File: src/rtl/serial_divider_if.sv
// Operand/result bundle for the serial divider: start with operands in, registered results out.
// The master drives start/in1/in2; the slave (divider) owns the result registers and status flags.
interface serial_divider_if #(
  parameter int WIDTH = 4
);
  logic             start;
  logic [WIDTH-1:0] in1;
  logic [WIDTH-1:0] in2;
  logic [WIDTH-1:0] quotient;
  logic [WIDTH-1:0] remainder;
  logic             busy;
  logic             done;
  logic             divzero;

  modport master (
    output start, in1, in2,
    input  quotient, remainder, busy, done, divzero
  );

  modport slave (
    input  start, in1, in2,
    output quotient, remainder, busy, done, divzero
  );
endinterface

File: src/rtl/serial_divider.sv
// Restoring unsigned divider, one quotient bit per cycle via a ripple trial subtractor.
// Latency WIDTH+1 cycles from accepted start to done; start is ignored while busy (accepted in IDLE/DONE only).
module serial_divider #(
  parameter int WIDTH = 4
) (
  input  logic            clk,
  input  logic            rstn,
  serial_divider_if.slave bus
);

  localparam int CW = (WIDTH > 2) ? $clog2(WIDTH) : 1;

  typedef enum logic [1:0] {
    IDLE = 2'd0,
    RUN  = 2'd1,
    DONE = 2'd2
  } state_t;

  state_t           state_q, state_d;
  logic             load, last;

  logic [WIDTH-1:0] dvd_q, dvs_q;
  // Partial remainder stays below the divisor, so its extra top bit is always zero and not stored.
  logic [WIDTH-1:0] rem_q;
  logic [CW-1:0]    cnt_q;
  logic             divzero_nxt_q;

  logic [WIDTH-1:0] quotient_q, remainder_q;
  logic             busy_q, done_q, divzero_q;

  logic [WIDTH:0]   trial_a;
  logic [WIDTH:0]   trial;
  logic             no_borrow;
  logic [WIDTH-1:0] dvd_shift;
  logic [WIDTH-1:0] rem_next;

  // a - b as a ripple full-adder chain: b inverted, carry-in 1; returns {carry_out, sum[WIDTH-1:0]}.
  function automatic logic [WIDTH:0] ripple_sub(input logic [WIDTH:0] a, input logic [WIDTH:0] b);
    logic             c;
    logic             bn;
    logic [WIDTH-1:0] s;
    c = 1'b1;
    s = '0;
    for (int i = 0; i < WIDTH; i++) begin
      bn   = ~b[i];
      s[i] = a[i] ^ bn ^ c;
      c    = (a[i] & bn) | (a[i] & c) | (bn & c);
    end
    bn = ~b[WIDTH];
    c  = (a[WIDTH] & bn) | (a[WIDTH] & c) | (bn & c);
    return {c, s};
  endfunction

  always_comb begin
    trial_a   = {rem_q, dvd_q[WIDTH-1]};
    trial     = ripple_sub(trial_a, {1'b0, dvs_q});
    no_borrow = trial[WIDTH];
    dvd_shift = {dvd_q[WIDTH-2:0], no_borrow};
    rem_next  = no_borrow ? trial[WIDTH-1:0] : trial_a[WIDTH-1:0];
  end

  always_ff @(posedge clk or negedge rstn) begin
    if (!rstn) state_q <= IDLE;
    else       state_q <= state_d;
  end

  always_comb begin
    state_d = state_q;
    load    = 1'b0;
    last    = 1'b0;
    unique case (state_q)
      IDLE: begin
        if (bus.start) begin
          state_d = RUN;
          load    = 1'b1;
        end
      end
      RUN: begin
        if (cnt_q == '0) begin
          state_d = DONE;
          last    = 1'b1;
        end
      end
      DONE: begin
        if (bus.start) begin
          state_d = RUN;
          load    = 1'b1;
        end else begin
          state_d = IDLE;
        end
      end
      default: state_d = IDLE;
    endcase
  end

  always_ff @(posedge clk or negedge rstn) begin
    if (!rstn) begin
      dvd_q         <= '0;
      dvs_q         <= '0;
      rem_q         <= '0;
      cnt_q         <= '0;
      divzero_nxt_q <= 1'b0;
    end else if (load) begin
      dvd_q         <= bus.in1;
      dvs_q         <= bus.in2;
      rem_q         <= '0;
      cnt_q         <= CW'(WIDTH - 1);
      divzero_nxt_q <= (bus.in2 == '0);
    end else if (state_q == RUN) begin
      dvd_q <= dvd_shift;
      rem_q <= rem_next;
      cnt_q <= cnt_q - CW'(1);
    end
  end

  // Results only move on the final iteration edge, which is also the edge entering DONE.
  always_ff @(posedge clk or negedge rstn) begin
    if (!rstn) begin
      quotient_q  <= '0;
      remainder_q <= '0;
      divzero_q   <= 1'b0;
      busy_q      <= 1'b0;
      done_q      <= 1'b0;
    end else begin
      if (last) begin
        quotient_q  <= dvd_shift;
        remainder_q <= rem_next;
        divzero_q   <= divzero_nxt_q;
      end
      busy_q <= (state_d == RUN);
      done_q <= (state_d == DONE);
    end
  end

  assign bus.quotient  = quotient_q;
  assign bus.remainder = remainder_q;
  assign bus.divzero   = divzero_q;
  assign bus.busy      = busy_q;
  assign bus.done      = done_q;

endmodule

File: src/flat_wrapper.sv
// flat-port wrapper written by rule: the top's interface ports become plain ports
module serial_divider_flat 
#(
  parameter int WIDTH = 4
)
  (clk, rstn, bus_start, bus_in1, bus_in2, bus_quotient, bus_remainder, bus_busy, bus_done, bus_divzero);
  serial_divider_if #(.WIDTH(WIDTH)) bus_i ();
  input  logic clk;
  input  logic rstn;
  input wire logic [$bits(bus_i.start)-1:0] bus_start;
  input wire logic [$bits(bus_i.in1)-1:0] bus_in1;
  input wire logic [$bits(bus_i.in2)-1:0] bus_in2;
  output wire logic [$bits(bus_i.quotient)-1:0] bus_quotient;
  output wire logic [$bits(bus_i.remainder)-1:0] bus_remainder;
  output wire logic [$bits(bus_i.busy)-1:0] bus_busy;
  output wire logic [$bits(bus_i.done)-1:0] bus_done;
  output wire logic [$bits(bus_i.divzero)-1:0] bus_divzero;
  assign bus_i.start = bus_start;
  assign bus_i.in1 = bus_in1;
  assign bus_i.in2 = bus_in2;
  assign bus_quotient = bus_i.quotient;
  assign bus_remainder = bus_i.remainder;
  assign bus_busy = bus_i.busy;
  assign bus_done = bus_i.done;
  assign bus_divzero = bus_i.divzero;
  serial_divider #(.WIDTH(WIDTH)) u_core (.clk(clk), .rstn(rstn), .bus(bus_i));
endmodule
File: config.mk
export PLATFORM = sky130hd
export DESIGN_NAME = serial_divider_flat
export DESIGN_NICKNAME = d
export VERILOG_FILES = /design/src/rtl/serial_divider_if.sv /design/src/rtl/serial_divider.sv /design/src/flat_wrapper.sv
export SDC_FILE = /design/constraint.sdc
export NUM_CORES = 1
export LEC_CHECK = 0
export ABC_AREA = 1
export BUFFER_PORTS_ARGS = -buffer_cell sky130_fd_sc_hd__buf_2
export CAP_MARGIN = 20
export CORE_MARGIN = 2
export CORE_UTILIZATION = 54
export DETAILED_ROUTE_END_ITERATION = 10
export GPL_ROUTABILITY_DRIVEN = 0
export GPL_TIMING_DRIVEN = 0
export PLACE_DENSITY = 0.82
export SYNTH_ARGS = -nofsm -noshare
export SYNTH_HDL_FRONTEND = slang
export SYNTH_SLANG_ARGS = --single-unit
File: constraint.sdc
create_clock -name clk -period 3.2 [get_ports clk]
set_clock_uncertainty 0.2 [all_clocks]
set_input_delay 0.64 -clock clk [delete_from_list [all_inputs] [get_ports clk]]
set_output_delay 0.64 -clock clk [all_outputs]
set_load 0.02 [all_outputs]
# Word-level counts from Yosys, hierarchy flattened
# Cells that the tools add are included.
word_totals:
  regBits: 28
  in_bits: 11
  out_inout_bits: 11
  word_cells: 69
classes:
  addsub: 1
  n_eq_ne: 4
  muxes: 15
  n_bitwise: 33
  n_reduce_logical: 5
op_table:
  columns: ["op", "n"]
  rows:
  - ["$mux W4", 5]
  - ["$and A1 B1 Y1", 11]
  - ["$or A1 B1 Y1", 10]
  - ["$mux W2", 4]
  - ["$xor A1 B1 Y1", 7]
  - ["$pmux W2 S3", 1]
  - ["$mux W1", 5]
  - ["$not A1 Y1", 5]
  - ["$eq A2 B1 Y1 const B", 2]
  - ["$eq A2 B2 Y1 const B", 2]
  - ["$logic_not A2 Y1", 2]
  - ["$logic_not A4 Y1", 1]
  - ["$reduce_bool A2 Y1", 1]
  - ["$reduce_or A2 Y1", 1]
  - ["$sub A2 B1 Y2 const B", 1]

# Depth between registers and ports, before layout
depth:
  ltp_word: 19
  mapped_depth: 12
  depth_no_buf: 12

# Least setup slack after synthesis
# Ideal clock, no wire load.
synth_path:
  path_type: "reg2reg"
  startpoint: "register u_core.dvd_q[3]"
  endpoint: "register u_core.remainder_q[0], in the netlist u_core.bus.remainder[0]"
  setup_time_ns: 0.118
  t_arrival_ns: 2.090
  required_time_ns: 2.882
  slack_ns: 0.793
  stages_incl_launch_ff: 13
  n_path_buf: 0
  synth_period_minus_slack_ns: 2.407
  path_cell_list: "dfrtp_1 inv_1 ha_1 inv_1 fa_1 inv_1 fa_1 inv_1 fa_1 nor2_1 nand2_1 nand3_1 nand2_1"
synth_via:
  elab_chain_cells: 16
  word_cells_on_any_way: 21
  cone_classes: "mux: 1; bitwise: 20"
synth_lines:
  columns: ["element", "line_no", "source"]
  rows:
  - ["start, declared", "serial_divider.sv:22", "logic [WIDTH-1:0] dvd_q, dvs_q;"]
  - ["start signal, assigned", "serial_divider.sv:104", "dvd_q <= bus.in1;"]
  - ["start signal, assigned", "serial_divider.sv:110", "dvd_q <= dvd_shift;"]
  - ["$and A1 B1 Y1", "serial_divider.sv:47", "c = (a[i] & bn) | (a[i] & c) | (bn & c);"]
  - ["$or A1 B1 Y1 (2 in series)", "serial_divider.sv:47", null]
  - ["$and A1 B1 Y1", "serial_divider.sv:47", null]
  - ["$or A1 B1 Y1 (2 in series)", "serial_divider.sv:47", null]
  - ["$and A1 B1 Y1", "serial_divider.sv:47", null]
  - ["$or A1 B1 Y1 (2 in series)", "serial_divider.sv:47", null]
  - ["$and A1 B1 Y1", "serial_divider.sv:47", null]
  - ["$or A1 B1 Y1 (2 in series)", "serial_divider.sv:47", null]
  - ["$and A1 B1 Y1", "serial_divider.sv:50", "c = (a[WIDTH] & bn) | (a[WIDTH] & c) | (bn & c);"]
  - ["$or A1 B1 Y1 (2 in series)", "serial_divider.sv:50", null]
  - ["$mux W4 (*)", "serial_divider.sv:59", "rem_next = no_borrow ? trial[WIDTH-1:0] : trial_a[WIDTH-1:0];"]
  - ["end signal, assigned", "serial_divider.sv:127", "remainder_q <= rem_next;"]
  - ["end, declared", "serial_divider.sv:28", "logic [WIDTH-1:0] quotient_q, remainder_q;"]
# Every way passes the cells marked *; elsewhere a longest branch is shown, timed or not.
# A chain may end at the register's enable or synchronous reset.

# Final worst setup path
layout_path:
  startpoint: "register u_core.dvd_q[3]"
  endpoint: "register u_core.rem_q[1]"
layout_via:
  elab_chain_cells: 18
  word_cells_on_any_way: 22
  cone_classes: "mux: 3; bitwise: 19"
layout_lines:
  columns: ["element", "line_no", "source"]
  rows:
  - ["$and A1 B1 Y1", "serial_divider.sv:47", null]
  - ["$or A1 B1 Y1 (*) (2 in series)", "serial_divider.sv:47", null]
  - ["$and A1 B1 Y1", "serial_divider.sv:47", null]
  - ["$or A1 B1 Y1 (2 in series)", "serial_divider.sv:47", null]
  - ["$and A1 B1 Y1", "serial_divider.sv:47", null]
  - ["$or A1 B1 Y1 (2 in series)", "serial_divider.sv:47", null]
  - ["$and A1 B1 Y1", "serial_divider.sv:47", null]
  - ["$or A1 B1 Y1 (2 in series)", "serial_divider.sv:47", null]
  - ["$and A1 B1 Y1", "serial_divider.sv:50", null]
  - ["$or A1 B1 Y1 (2 in series)", "serial_divider.sv:50", null]
  - ["$mux W4 (*)", "serial_divider.sv:59", null]
  - ["$mux W4 (*)", "serial_divider.sv:109", "end else if (state_q == RUN) begin"]
  - ["$mux W4 (*)", "serial_divider.sv:103", "end else if (load) begin"]
  - ["end signal, assigned", "serial_divider.sv:111", "rem_q <= rem_next;"]
  - ["end, declared", "serial_divider.sv:24", "logic [WIDTH-1:0] rem_q;"]
# Every way passes the cells marked *; elsewhere a longest branch is shown, timed or not. The select of a mux whose other input is x is not followed.

==> flow_summary_export.csv <==
group,metric,value,unit
cells_and_area,drive_above_1_share,0.207,
critical_path,cp_slowest_cell,"fa_1",
timing,fin_crit_sh,0.847,
clocking,cts_resized,0,
critical_path,critPathMaxStageDelay,0.44,ns
place,pre_cts_slack,0.510,ns
detailed_routing,drt.antenna.violating_nets,0,
detailed_routing,drc,0,
pwr,p_switching,0.816,mW
clocking,post-cts-setup-buffer-count,0,
place,numPortBuffers,21,
critical_path,critPathLaunchType,"register",
critical_path,cp_top_family,"adder cells",
critical_path,cp_common_cell,"inv_1",
logic_synthesis,syn_nets,165,
global_route,grt_first_pass_wirelength,4280,microns
timing,max_freq,0.369,GHz
detailed_routing,vias,1021,
die,num_rows,17,
timing,layout_setup_ws,0.491,ns
die,start_util,0.582,
detailed_routing,viasPerCell,5.05,
timing,period_needed,2.71,ns
clocking,clock_latency,0.33,ns
pwr,pwr-share-seq,0.369,
timing,slew_headroom,0.607,
die,die_w,53.3,microns
clocking,htreeDepth,1,
cells_and_area,antenna_cells,0,
critical_path,required,3.24,ns
clocking,cts_buffer_depth,2,
clocking,cts_tree,"done",
die,core,0.00225,sq mm
pwr,clkPwrFrac,0.101,
die,die_h,53.3,microns
detailed_routing,drt-total-wl,2430,microns
pwr,p_leak,0.834,nW
clocking,cts_sinks,28,
global_route,grt_pass1_vias,1006,
cells_and_area,final_area,0.00149,sq mm
logic_synthesis,synth_cell_types,17,
clocking,path_clk_slew,0.15,ns
timing,tns,0,ns
critical_path,path_cells,"inv_1, ha_1, inv_1, fa_1, inv_1, fa_1, inv_1, fa_1, nor2_1, nand2_1, nand3_1, nand2_1",
detailed_routing,firstDrtPassIters,4,
detailed_routing,wl_per_cell,12.0,microns
global_route,gr-total-overflow,0,
clocking,hold_buffers,0,
timing,rsz0062_at_grt,"false",
cells_and_area,nets,191,
critical_path,cp.arrival,2.75,ns
place,dpl_cell_area,0.00145,sq mm
logic_synthesis,syn-cell-area,0.00131,sq mm
timing,worst_pin_slew,0.589,ns
timing,finalSetupViolCount,0,
worst_hold_path,hold_path.class,"input pin to async pin",
logic_synthesis,synth-seq-cells,28,
critical_path,r2r_slack,0.49,ns
pwr,p_int,0.908,mW
clocking,cts_buffers,3,
pwr,swShare,0.473,
critical_path,crit_path_max_fanout,6,
logic_synthesis,ys_seq_area_frac,0.534,
run,cap_violations,0,
place,dp_hpwl,1830,microns
critical_path,worst_setup_path_end_kind,"register",
global_route,grt.total_usage,0.214,
timing,drv_slew,0,
logic_synthesis,synth_cells,149,
cells_and_area,syn2layout_area_growth,13.4,%
status,outcome,"finished clean",
global_route,antenna_found_initial,0,
global_route,grt_max_degree,29,
critical_path,critPathKind,"register to register",
logic_synthesis,synth_warnings,0,
pwr,ir_drop,674,uV
die,dieArea,0.00284,sq mm
clocking,cts_root_buf,"clkbuf_4",
pwr,powerDensity,1160,mW/mm^2
timing,hold_violations,0,
logic_synthesis,avgSynthCellArea,8.81,sq um
detailed_routing,drt_iter0_drc,9,
die,boundaryPins,22,
pwr,p_comb_frac,0.530,
critical_path,path_buf_inv,4,
## synthesized netlist by cell type (all sizes together)
library cell / instances / area (sq um)
nor3: 1 / 5.00
dfrtp: 28 / 701
nor2: 8 / 56.3
nand2: 64 / 270
fa: 3 / 60.1
nand3: 10 / 50.1
o21ai: 12 / 63.8
inv: 21 / 81.3
ha: 2 / 25.0
## logic make-up after synthesis
kind of cell	Yosys count	synth area share
buffers and inverters	21	0.0620
AOI/OAI and AO/OA	12	0.0486
and+or+nand+nor	83	0.291
DFF	28	0.534
adders and majority gates	5	0.0648
## layer usage
layer  vias to the layer above  routed length [microns]  track usage
met3                         9                      119       0.0311
li1                        506                        -            -
met4                         0                       57        0.103
met5                         -                        0            0
met2                        30                     1120        0.337
met1                       476                     1130        0.288
## flip-flops by register name (all words and copies together) (netlist names), 2 cells and up
register / flops
u_core.bus.quotient: 4
u_core.bus.remainder: 4
u_core.dvd_q: 4
u_core.dvs_q: 4
u_core.rem_q: 4
u_core.cnt_q: 2
u_core.state_q: 2
## worst paths after layout
| kind | from | endpoint | depth (start not counted) |
|---|---|---|---|
| worst min register to register | u_core.bus.quotient[0] | u_core.bus.quotient[0] | 2 |
| max in group asynchronous | rstn | u_core.state_q[0] | 1 |
| min in group clk | u_core.bus.quotient[0] | u_core.bus.quotient[0] | 2 |
| worst min-delay path | rstn | u_core.bus.quotient[1] | 1 |
| worst max register to register | u_core.dvd_q[3] | u_core.rem_q[1] | 12 |
| worst max-delay path | u_core.dvd_q[3] | u_core.rem_q[1] | 12 |
## power by group through the flow
stage / clock network, mW / logic (mW) / registers, mW
after floorplan: 0 / 0.597 / 0.715
after global placement: 0 / 0.866 / 0.637
after detailed placement: 0 / 0.916 / 0.646
after CTS: 0.177 / 0.921 / 0.637
after global routing: 0.194 / 1.07 / 0.660
final: 0.174 / 0.915 / 0.636
## per-stage QoR
step | total power, mW | std cells | hold WS (ns) | util
finish | 1.72 | 202 | 0.0840 | 0.660
CTS | 1.73 | 202 | 0.104 | 0.660
global placement | 1.50 | 198 | 0.258 | 0.644
floorplan | 1.31 | 149 | 0.144 | -
detailed placement | 1.56 | 198 | 0.264 | 0.644
global route | 1.92 | 202 | 0.115 | 0.660
## final cells by class
class	instances	area, sq um
fill	192	766
sequential	28	701
clock buffer	4	36.3
timing repair buffer	21	105
tap	28	35.0
multi-input combinational	100	531
inverter	21	81.3
## cell usage in the layout (no fill, tap or decap)
cell type,instances
clkbuf_8,1
nor2_2,1
o21ai_1,1
inv_4,1
ha_1,2
nor2_4,1
inv_1,18
nand3_1,10
inv_2,2
nand2_4,4
nor2_1,5
buf_2,21
nor3_1,1
nor2_8,1
o21ai_2,1
clkbuf_4,3
o21ai_0,10
fa_1,3
dfrtp_1,28
nand2_1,60
(Power assumes the default switching activity.)
